File: config.mk
export PLATFORM = sky130hd
export DESIGN_NAME = ram_access_ctrl
export DESIGN_NICKNAME = d
export VERILOG_FILES = /design/src/rtl/ram_access_ctrl.sv
export SDC_FILE = /design/constraint.sdc
export NUM_CORES = 1
export LEC_CHECK = 0
export ABC_AREA = 1
export CORE_MARGIN = 5
export CORE_UTILIZATION = 34
export DETAILED_ROUTE_END_ITERATION = 10
export PLACE_DENSITY = 0.79
export SLEW_MARGIN = 40
export SYNTH_ARGS = -nofsm -noshare
export SYNTH_HDL_FRONTEND = slang
export SYNTH_SLANG_ARGS = --single-unit
File: constraint.sdc
create_clock -name clk -period 1.7 [get_ports clk]
set_input_delay 0.51 -clock clk [delete_from_list [all_inputs] [get_ports clk]]
set_output_delay 0.51 -clock clk [all_outputs]
set_load 0.02 [all_outputs]
File: src/rtl/ram_access_ctrl.sv
// Load/store controller for the core's data RAM: maps byte requests onto the
// RAM write port and registered read port, with alignment and funct3 checks.
//
// state | meaning
// IDLE  | ready for a request
// ISSUE | RAM enable driven (write or read)
// WAIT  | read data arriving, extract and extend
// RESP  | response held until rsp_ready
module ram_access_ctrl #(
  parameter int ADDR_WIDTH     = 32,
  parameter int RAM_ADDR_WIDTH = 10
) (
  input  logic                      clk,
  input  logic                      rst_n,
  input  logic                      req_valid,
  output logic                      req_ready,
  input  logic                      req_store,
  input  logic [2:0]                req_funct3,
  input  logic [ADDR_WIDTH-1:0]     req_addr,
  input  logic [31:0]               req_wdata,
  output logic                      rsp_valid,
  input  logic                      rsp_ready,
  output logic [31:0]               rsp_rdata,
  output logic                      rsp_error,
  output logic                      ram_wr_en,
  output logic [3:0]                ram_wr_mask,
  output logic [RAM_ADDR_WIDTH-1:0] ram_wr_addr,
  output logic [31:0]               ram_wr_data,
  output logic                      ram_rd_en,
  output logic [RAM_ADDR_WIDTH-1:0] ram_rd_addr,
  input  logic [31:0]               ram_rd_data
);

  typedef enum logic [1:0] {IDLE, ISSUE, WAIT, RESP} state_t;

  state_t                    state_q, state_d;
  logic                      store_q;
  logic [2:0]                funct3_q;
  logic [RAM_ADDR_WIDTH-1:0] waddr_q;
  logic [1:0]                lane_q;
  logic [31:0]               wdata_q;
  logic [31:0]               rdata_q;
  logic                      error_q;

  logic        legal;
  logic        accept;
  logic        wr_act, rd_act;
  logic [3:0]  wr_mask;
  logic [31:0] wr_data;
  logic [7:0]  ld_byte;
  logic [15:0] ld_half;
  logic [31:0] ld_data;

  // Upper byte-address bits beyond the RAM are intentionally dropped (wrap).
  logic unused_addr;
  assign unused_addr = ^req_addr[ADDR_WIDTH-1:RAM_ADDR_WIDTH+2];

  assign accept = (state_q == IDLE) && req_valid;

  always_comb begin
    legal = 1'b0;
    case (req_funct3)
      3'b000:  legal = 1'b1;
      3'b001:  legal = ~req_addr[0];
      3'b010:  legal = (req_addr[1:0] == 2'b00);
      3'b100:  legal = ~req_store;
      3'b101:  legal = ~req_store & ~req_addr[0];
      default: legal = 1'b0;
    endcase
  end

  always_comb begin
    state_d = state_q;
    case (state_q)
      IDLE:    if (req_valid) state_d = legal ? ISSUE : RESP;
      ISSUE:   state_d = store_q ? RESP : WAIT;
      WAIT:    state_d = RESP;
      RESP:    if (rsp_ready) state_d = IDLE;
      default: state_d = IDLE;
    endcase
  end

  always_ff @(posedge clk or negedge rst_n) begin
    if (!rst_n) state_q <= IDLE;
    else        state_q <= state_d;
  end

  always_comb begin
    wr_mask = 4'b1111;
    wr_data = wdata_q;
    case (funct3_q[1:0])
      2'b00: begin
        wr_mask = 4'b0001 << lane_q;
        wr_data = {4{wdata_q[7:0]}};
      end
      2'b01: begin
        wr_mask = lane_q[1] ? 4'b1100 : 4'b0011;
        wr_data = {2{wdata_q[15:0]}};
      end
      default: ;
    endcase
  end

  always_comb begin
    ld_byte = ram_rd_data[7:0];
    case (lane_q)
      2'd1:    ld_byte = ram_rd_data[15:8];
      2'd2:    ld_byte = ram_rd_data[23:16];
      2'd3:    ld_byte = ram_rd_data[31:24];
      default: ld_byte = ram_rd_data[7:0];
    endcase
    ld_half = lane_q[1] ? ram_rd_data[31:16] : ram_rd_data[15:0];
    case (funct3_q)
      3'b000:  ld_data = {{24{ld_byte[7]}}, ld_byte};
      3'b100:  ld_data = {24'd0, ld_byte};
      3'b001:  ld_data = {{16{ld_half[15]}}, ld_half};
      3'b101:  ld_data = {16'd0, ld_half};
      default: ld_data = ram_rd_data;
    endcase
  end

  always_ff @(posedge clk or negedge rst_n) begin
    if (!rst_n) begin
      store_q  <= 1'b0;
      funct3_q <= 3'd0;
      waddr_q  <= '0;
      lane_q   <= 2'd0;
      wdata_q  <= 32'd0;
      rdata_q  <= 32'd0;
      error_q  <= 1'b0;
    end else if (accept) begin
      store_q  <= req_store;
      funct3_q <= req_funct3;
      waddr_q  <= req_addr[RAM_ADDR_WIDTH+1:2];
      lane_q   <= req_addr[1:0];
      wdata_q  <= req_wdata;
      rdata_q  <= 32'd0;
      error_q  <= ~legal;
    end else if (state_q == WAIT) begin
      rdata_q  <= ld_data;
    end
  end

  assign wr_act = (state_q == ISSUE) && store_q;
  assign rd_act = (state_q == ISSUE) && !store_q;

  assign ram_wr_en   = wr_act;
  assign ram_wr_mask = wr_act ? wr_mask : 4'd0;
  assign ram_wr_addr = wr_act ? waddr_q : '0;
  assign ram_wr_data = wr_act ? wr_data : 32'd0;
  assign ram_rd_en   = rd_act;
  assign ram_rd_addr = rd_act ? waddr_q : '0;

  // Held low while reset is asserted, even though the state reads IDLE.
  assign req_ready = rst_n && (state_q == IDLE);
  assign rsp_valid = (state_q == RESP);
  assign rsp_rdata = rsp_valid ? rdata_q : 32'd0;
  assign rsp_error = rsp_valid && error_q;

endmodule

==> results_dict.tcl <==
set metrics [dict create \
    yosysTopAreaCell "dfrtp_1" \
    layout.nets 1020 \
    start_util_pct 34.47 \
    post-dp-hpwl_mm 12.19 \
    p_sw_share_pct 45.69 \
    port_buffers 176 \
    leakage_nw 4.163 \
    setup_viol 93 \
    die_h_um 128.2 \
    hold_viol_final 0 \
    fin_hold_ws_ns 0.2539 \
    mostFrequentLayoutCell "nand2_1" \
    tightestPinTransition_ns 0.6083 \
    synthTopCellsByArea "dfrtp_1 44%, nand2_1 21%, nor2_1 6.7%" \
    first_iter_violations 416 \
    status "finished, violations left" \
    placed_area_um2 7323 \
    min_path_type "in2async" \
    antenna_left 0 \
    crit_fanout 6 \
    avgSynthCellArea_um2 6.850 \
    slew-limit-headroom_pct 59.45 \
    area_delta_synth_final_pct 72.38 \
    grt_overflow 0 \
    grt_first_pass_wirelength_mm 27.75 \
    vias 5202 \
    start_kind "flop" \
    syn-num-nets 802 \
    drt_pass1_iterations 5 \
    grt_pass1_vias 5334 \
    place.gp.congestion 0.9254 \
    peakVddDrop_uv 1064 \
    rr_worst_depth 10 \
    ys_warn_count 0 \
    clock-sinks 83 \
    clock_power_share_pct 14.1 \
    synth_cell_types 31 \
    clkTransAtPathRegs_ns 0.06 \
    crit_type "reg2out" \
    layout_common_cells "259 x nand2_1, 82 x dfrtp_1, 82 x clkdlybuf4s50_1" \
    via_per_inst 4.746 \
    fmax_mhz 464.2 \
    slew_violations 0 \
    powerDensity_nw_per_um2 1754 \
    cts_tree "yes" \
    routed_wl_mm 17.77 \
    pwr-share-seq_pct 24.5 \
    clockBufferDepth 2 \
    coreArea_um2 13770 \
    timing.final.ws_setup_ns -0.4544 \
    drc_errors 0 \
    arrival_ns 1.64 \
    endpoint_kind "output pin" \
    numCtsBuffers 9 \
    cts-root-buf "clkbuf_16" \
    grt.total_usage_pct 21.69 \
    p_switching_mw 6.556 \
    finClkSkew_ns 0.005802 \
    synth-seq-cells 83 \
    p_int_mw 7.793 \
    rows 43 \
    ys_seq_area_share_pct 43.75 \
    rsz0062_at_grt "true" \
    grt_antenna_before_repair 0 \
    grt_max_degree 56 \
    htreeDepth 3 \
    syn-instance-count 693 \
    failed_checks "negative setup slack" \
    syn_area_um2 4747 \
    hold_buffers 0 \
    reg2reg_from "lane_q[1]" \
    fin_crit_sh_pct 126.7 \
    reg2reg_to "rdata_q[9]" \
    die_w_um 128.2 \
    dieArea_um2 16430 \
    post-route-util_pct 59.41 \
    reg2reg_slack_ns 0.08 \
    wl_per_cell_um 16.21 \
    synth.top_cell.area_share_pct 43.75 \
    drive_above_1_share_pct 31.44 \
    diodes 0 \
    post-route-cell-area_um2 8183 \
    maxCapViolCount 0 \
    critical_path_required_ns 1.19 \
    min_period_ns 2.154 \
    ioPinCount 197 \
    power_frac_comb_pct 61.4 \
    dp_worst_setup_slack_ns -0.5419 \
    clk_latency_ns 0.34 \
    fillCellCount 1255 \
]
[per-layer routing]
layer / share of wire, % / global-route usage [%]
met2: 48 / 35.77
met4: 2.9 / 7.428
met1: 39 / 26.04
met5: 0 / 0
met3: 10 / 8.167
[cell type report]
| class | count | area, µm² | share of cell area (%) |
|---|---|---|---|
| multi-input cells | 487 | 2718 | 33.21 |
| repair buffers | 240 | 2471 | 30.20 |
| flip-flops and latches | 83 | 2078 | 25.40 |
| inverters | 88 | 369.1 | 4.511 |
| clock buffers | 12 | 256.5 | 3.135 |
| well taps | 180 | 225.2 | 2.752 |
| clock inverters | 4 | 48.80 | 0.5963 |
| repair inverters | 2 | 16.27 | 0.1988 |
[synthesized netlist by cell type (all sizes together)]
library cell / instances
o22ai: 10
a31oi: 1
clkinv: 2
o21ai: 54
ha: 5
nand3b: 1
nor2: 88
clkbuf: 17
nor3: 3
o211ai: 7
nand3: 22
o21bai: 1
nand2: 269
dfrtp: 83
or2: 2
inv: 86
buf: 18
a21oi: 24
[how the worst max path moves through the flow]
| stage | cells past startpoint | slack (ns) | start | end |
|---|---|---|---|---|
| after global placement | 8 | -0.51 | state_q[1] | ram_wr_data[13] |
| final | 8 | -0.45 | state_q[0] | ram_wr_data[30] |
| after global routing | 8 | -0.51 | state_q[0] | ram_wr_data[30] |
| after detailed placement | 8 | -0.54 | state_q[1] | ram_wr_data[26] |
| after CTS | 6 | -0.47 | state_q[0] | ram_wr_data[7] |
| after floorplan | 6 | -0.09 | state_q[1] | ram_rd_addr[0] |
[critical path, stage by stage, from the launching register on]
cell and delay [ns]:
dfrtp_1 0.39, buf_6 0.12, ha_4 0.17, nand2_8 0.10, clkinv_8 0.09, buf_12 0.15, o21ai_4 0.07, nor2_2 0.06
buf_6 0.13
[power groups by stage]
stage | Combinational [mW] | Clock, mW | Sequential (mW)
detailed placement | 7.51 | 0 | 3.47
global placement | 7.35 | 0 | 3.46
global route | 9.60 | 2.16 | 3.61
floorplan | 4.82 | 0 | 3.31
finish | 8.81 | 2.03 | 3.51
CTS | 8.50 | 2.08 | 3.49
[state kept, by name (all words and copies together), names as in the netlist]
register,flops
rdata_q,32
wdata_q,32
waddr_q,10
funct3_q,3
lane_q,2
state_q,2
error_q,1
store_q,1
[logic make-up after synthesis]
family | share of synthesized area (%)
and+or+nand+nor | 32.66
DFF | 43.75
buffers and inverters | 11.02
adders and majority gates | 1.318
AOI/OAI and AO/OA | 11.25
[what timing repair did]
item / 4_1_cts / 5_1_grt
endpoints found under the setup margin: 100 / 123
resized for setup: 515 / 57
setup buffers: 8 / 4
cloned: 7 / 1
pin swaps: 12 / 3
[metrics by stage]
step / cells / power (mW) / TNS, ns
2_1_floorplan: 693 / 8.134 / -2.411
3_3_place_gp: 1060 / 10.81 / -42.51
3_5_place_dp: 1060 / 10.97 / -45.29
4_1_cts: 1091 / 14.07 / -35.57
5_1_grt: 1096 / 15.37 / -40.88
6_report: 1096 / 14.35 / -34.77
Note: power is estimated with default switching activity, not from simulation.
